## src/rtl/sdram_cmd_arbiter.sv

```systemverilog
// rtl/sdram_cmd_arbiter.sv - burst arbiter sharing the SDRAM command port between acquisition writes and TX reads
// Define SDRAM_ARB_STATS_EN to build the saturating issued-command counters.
module sdram_cmd_arbiter #(
  parameter int SDRAM_ADDRESS_WIDTH = 22,
  parameter int BURST_LEN           = 32
) (
  input  logic                           bb_clk,
  input  logic                           rst_n,
  input  logic                           aq_req,
  input  logic [SDRAM_ADDRESS_WIDTH-2:0] aq_addr,
  input  logic                           aq_urgent,
  output logic                           aq_ack,
  input  logic                           tx_req,
  input  logic [SDRAM_ADDRESS_WIDTH-2:0] tx_addr,
  output logic                           tx_ack,
  input  logic                           cmd_ready,
  output logic                           cmd_enable,
  output logic                           cmd_wr,
  output logic [SDRAM_ADDRESS_WIDTH-2:0] cmd_address,
  output logic [1:0]                     owner,
  output logic [15:0]                    aq_cmd_count,
  output logic [15:0]                    tx_cmd_count,
  input  logic                           stats_clr
);
  localparam logic [7:0] BURST_LAST = 8'(BURST_LEN);

  typedef enum logic [1:0] {
    IDLE   = 2'b00,
    AQ_OWN = 2'b01,
    TX_OWN = 2'b10
  } state_t;

  state_t     state;
  logic [7:0] burst_cnt;
  logic       last_tx;
  logic       own_req;
  logic       urgent_aq;
  logic       can_issue;
  logic       burst_done;

  always_comb begin
    own_req    = (state == AQ_OWN) ? aq_req : tx_req;
    urgent_aq  = aq_urgent & aq_req;
    can_issue  = own_req & cmd_ready & ~cmd_enable;
    burst_done = (burst_cnt + 8'd1) == BURST_LAST;
  end

  assign owner = state;

  always_ff @(posedge bb_clk or negedge rst_n) begin
    if (!rst_n) begin
      state       <= IDLE;
      burst_cnt   <= 8'd0;
      last_tx     <= 1'b1;
      cmd_enable  <= 1'b0;
      cmd_wr      <= 1'b0;
      cmd_address <= '0;
      aq_ack      <= 1'b0;
      tx_ack      <= 1'b0;
    end else begin
      cmd_enable <= 1'b0;
      aq_ack     <= 1'b0;
      tx_ack     <= 1'b0;
      case (state)
        IDLE: begin
          burst_cnt <= 8'd0;
          if (urgent_aq)             state <= AQ_OWN;
          else if (aq_req && tx_req) state <= last_tx ? AQ_OWN : TX_OWN;
          else if (aq_req)           state <= AQ_OWN;
          else if (tx_req)           state <= TX_OWN;
        end
        AQ_OWN, TX_OWN: begin
          // An urgent acquisition only takes over between TX strobes, never mid-command.
          if (state == TX_OWN && urgent_aq && !cmd_enable) begin
            state   <= IDLE;
            last_tx <= 1'b1;
          end else if (can_issue) begin
            cmd_enable  <= 1'b1;
            cmd_wr      <= (state == AQ_OWN);
            cmd_address <= (state == AQ_OWN) ? aq_addr : tx_addr;
            aq_ack      <= (state == AQ_OWN);
            tx_ack      <= (state == TX_OWN);
            burst_cnt   <= burst_cnt + 8'd1;
            if (burst_done) begin
              state   <= IDLE;
              last_tx <= (state == TX_OWN);
            end
          end else if (!own_req && !cmd_enable) begin
            state   <= IDLE;
            last_tx <= (state == TX_OWN);
          end
        end
        default: state <= IDLE;
      endcase
    end
  end

`ifdef SDRAM_ARB_STATS_EN
  always_ff @(posedge bb_clk or negedge rst_n) begin
    if (!rst_n) begin
      aq_cmd_count <= 16'd0;
      tx_cmd_count <= 16'd0;
    end else if (stats_clr) begin
      aq_cmd_count <= 16'd0;
      tx_cmd_count <= 16'd0;
    end else begin
      if (aq_ack && aq_cmd_count != 16'hFFFF) aq_cmd_count <= aq_cmd_count + 16'd1;
      if (tx_ack && tx_cmd_count != 16'hFFFF) tx_cmd_count <= tx_cmd_count + 16'd1;
    end
  end
`else
  logic unused_stats_clr;
  assign unused_stats_clr = stats_clr;
  assign aq_cmd_count     = 16'd0;
  assign tx_cmd_count     = 16'd0;
`endif
endmodule
```

## config.mk

```make
export PLATFORM = sky130hd
export DESIGN_NAME = sdram_cmd_arbiter
export DESIGN_NICKNAME = d
export VERILOG_FILES = /design/src/rtl/sdram_cmd_arbiter.sv
export SDC_FILE = /design/constraint.sdc
export NUM_CORES = 1
export LEC_CHECK = 0
export CAP_MARGIN = 30
export CORE_MARGIN = 3
export CORE_UTILIZATION = 40
export DETAILED_ROUTE_END_ITERATION = 10
export GPL_ROUTABILITY_DRIVEN = 0
export PLACE_DENSITY = 0.84
export RECOVER_POWER = 100
export SYNTH_ARGS = -nofsm -noshare
export SYNTH_HDL_FRONTEND = slang
export SYNTH_SLANG_ARGS = --single-unit
export TNS_END_PERCENT = 30
```

## constraint.sdc

```tcl
create_clock -name bb_clk -period 3.3 [get_ports bb_clk]
set_input_delay 0.495 -clock bb_clk [delete_from_list [all_inputs] [get_ports bb_clk]]
set_output_delay 0.495 -clock bb_clk [all_outputs]
set_load 0.05 [all_outputs]
```

==> results.md <==
- Worst setup SP type: flip-flop
- Pins Over Slew Limit: 37
- Via count: 1735
- Setup bufs post-CTS: 0
- Simple-gate share of the synthesized area: between 10% and 20%
- CTS resizes: 0
- Final std cells w/o fill: roughly 360
- CTS Sinks: 36
- Max-cap violation count: 1
- Gr ovfl total: 0
- Die Footprint: approximately 6200 um2
- Fin crit period: around 2.6 ns
- Fin util: around 59%
- Clock Latency Late Sink: 0.28 ns
- Initial antenna violation count: 0
- Critical Path Fanout Max: 37
- Core area: 4940 um2
- Setup TNS: 0 ns
- Hpwl dp: 3710 um
- Final Hold Vio Count: 0
- Design Area, Final: roughly 2900 um2
- Root buffer cell: clkbuf_8
- Critical path class: flip-flop to flip-flop
- Syn. warnings: 0
- Most common cell after layout, fill and taps aside: clkdlybuf4s50_1
- Final nets: 347
- Slew HR: -24.1%
- Failing checks: max-capacitance violations, max-slew violations
- Required @ worst endpoint: around 3.5 ns
- Critical Path Sink Type: flip-flop
- Vias in the first global route: around 1700
- Die W: just under 80 um
- Sequential cell area: about 900 um2
- Starting Density: between 40 and 50%
- Synth Area in XOR/XNOR: under 10%
- Post-DR wirelength/cell: roughly 13 um
- Yosys reg bits: 36
- TritonCTS buffer count: 5
- # fillers: about 450
- DR vias/cell: approximately 4.8
- Diodes inserted: 0
- Area fraction in compound gates after synthesis: about an eighth
- CP Data Arrival Time: 2.84 ns
- Most frequent cells in the layout: clkdlybuf4s50_1 (46), dfrtp_1 (35), conb_1 (32), dlygate4sd3_1 (27), a21oi_1 (25)
- Cell Area, Placed: around 2800 um2
- Hold_buf cts: 0
- Adder-cell share of the synthesized area: 2.93%
- 1st-iter DRT viols: roughly 80
- Clock buffer depth: 2
- Register area share after synthesis: 42.3%
- First-pass GRT wire length: roughly 7900 um
- RSZ-0062 raised after global routing: false
- Mapped Area: between 2000 and 2500 um2
- Placed Cells: 353
- Number of I/O pins: ~110
- Worst Skew: between 0.004 and 0.005 ns
- DRT Pass-1 Iters: 4
- Detailed-route DRC error count: 0
- Final WL: 4840 um
- CTS tree: built
- Layout cell share with drive strength beyond 1: under 10%
- Site row count: 25
- P&R area growth vs syn: 35.6%
- Largest net degree at the start of global routing: 38
- Synth Instances: between 200 and 250
- Syn_area_per_cell: ~9.7 um2
- Mux contribution to synthesized area: approximately an eighth
- Peak VDD IR: around 0.00057 V
- Hold Path Class: flip-flop to flip-flop
- Least-Margin Pin Slew: roughly 1.9 ns
- Cell variety after synth: between 40 and 50
- Buffers added on ports: 74
- Pwr Density: between 800 and 900 nW/um2
- Footprint of the multi-input gates: roughly 1000 um2
- P_leak: between 1 and 1.5 nW
- CTS clk-pin slew, worst paths: roughly 0.070 ns
- Status: finished, violations left
- Die height: about 79 um
- Global Route Usage Sum: ~16%
- Final critical-path share of the clock period: around four fifths
- Largest family of logic cells by synthesized area: buffers and inverters
- Final-report setup violation count: 0
- ANT nets after route: 0
- H-tree levels: 2
- Max Freq: roughly 380 MHz
registers in the layout (all words and copies together), names as in the netlist:
signal and flops:
burst_cnt 8, cmd_wr 1, cmd_enable 1, last_tx 1, owner 2, cmd_address 21
aq_ack 1, tx_ack 1
cell usage after synthesis (all sizes together):
library cell / number / share of area [%]
a211o: 1 / 0.47
a21boi: 1 / 0.35
a21o: 1 / 0.35
a21oi: 25 / 5.9
a22o: 6 / 2.5
a22oi: 1 / 0.35
a31oi: 2 / 0.59
and2: 2 / 0.59
and2b: 1 / 0.41
buf: 33 / 11
clkbuf: 7 / 1.2
conb: 1 / 0.18
dfrtp: 35 / 41
dfstp: 1 / 1.2
ha: 5 / 2.9
inv: 7 / 1.2
mux2: 4 / 2.3
mux2i: 22 / 10
nand2: 8 / 1.5
nand3: 4 / 1.5
nand4: 3 / 0.88
nor2: 24 / 4.2
nor2b: 1 / 0.29
nor3: 5 / 1.4
nor4: 4 / 1.2
nor4b: 1 / 0.41
o211a: 1 / 0.47
o21ai: 2 / 0.47
o22ai: 2 / 0.59
o31ai: 1 / 0.35
or2b: 1 / 0.41
or3: 1 / 0.29
or4: 1 / 0.53
xnor2: 3 / 1.2
xor2: 2 / 0.82
worst paths after layout:
path	from	endpoint	slack, ns	cells past startpoint
max	owner[1]$_DFFE_PN0P_	cmd_address[11]$_DFFE_PN0P_	0.66	8
min	cmd_wr$_DFFE_PN0P_	cmd_wr$_DFFE_PN0P_	0.49	1
max reg2reg	owner[1]$_DFFE_PN0P_	cmd_address[11]$_DFFE_PN0P_	0.66	8
min reg2reg	cmd_wr$_DFFE_PN0P_	cmd_wr$_DFFE_PN0P_	0.49	1
max in group asynchronous	rst_n	burst_cnt[2]$_DFFE_PN0P_	1.51	1
min in group asynchronous	rst_n	owner[0]$_DFFE_PN0P_	0.71	1
where the power goes:
group          internal [mW]  total [mW]  switching (mW)  leakage, nW
registers              0.607       0.703          0.0962        0.434
logic                  0.480        1.50            1.02        0.761
clock network          0.170       0.317           0.147       0.0455
area by class of cell:
type / instances / share of cell area, %
multi-input cells: 167 / 36.1
flip-flops and latches: 36 / 31.2
repair buffers: 76 / 25.8
clock buffers: 8 / 3.11
well taps: 67 / 2.90
inverters: 7 / 0.908
layer usage:
metal	up-vias	routed length [um]	track usage [%]
met5	-	0	0
met4	0	55	5.50
met3	6	382	4.54
met2	71	2520	27.1
met1	809	1880	19.4
li1	849	-	-
worst max-delay path: stages, from the launching register on:
cell      delay [ns]
dfrtp_1         0.42
inv_1           0.08
ha_1            0.56
and2b_2         0.23
nand4_1         0.20
inv_2           0.50
clkbuf_1        0.35
nor2_1          0.07
a21oi_1         0.13
through the flow:
step,setup slack (ns),hold slack [ns],total power [mW]
6_report,0.663,0.488,2.52
2_1_floorplan,0.929,0.199,1.82
5_1_grt,0.341,0.526,2.68
3_5_place_dp,0.781,0.487,2.28
4_1_cts,0.778,0.315,2.60
3_3_place_gp,0.875,0.465,2.24
cells by family (layout without fill, tap and decap cells):
logic type / count (synthesis) / count (layout)
other cells: 1 / 32
fa+ha+maj: 5 / 5
buf+inv: 47 / 91
mux: 26 / 26
flops: 36 / 36
simple gates: 56 / 56
xor+xnor: 5 / 5
compound gates: 43 / 43
Note: power is estimated with default switching activity, not from simulation.
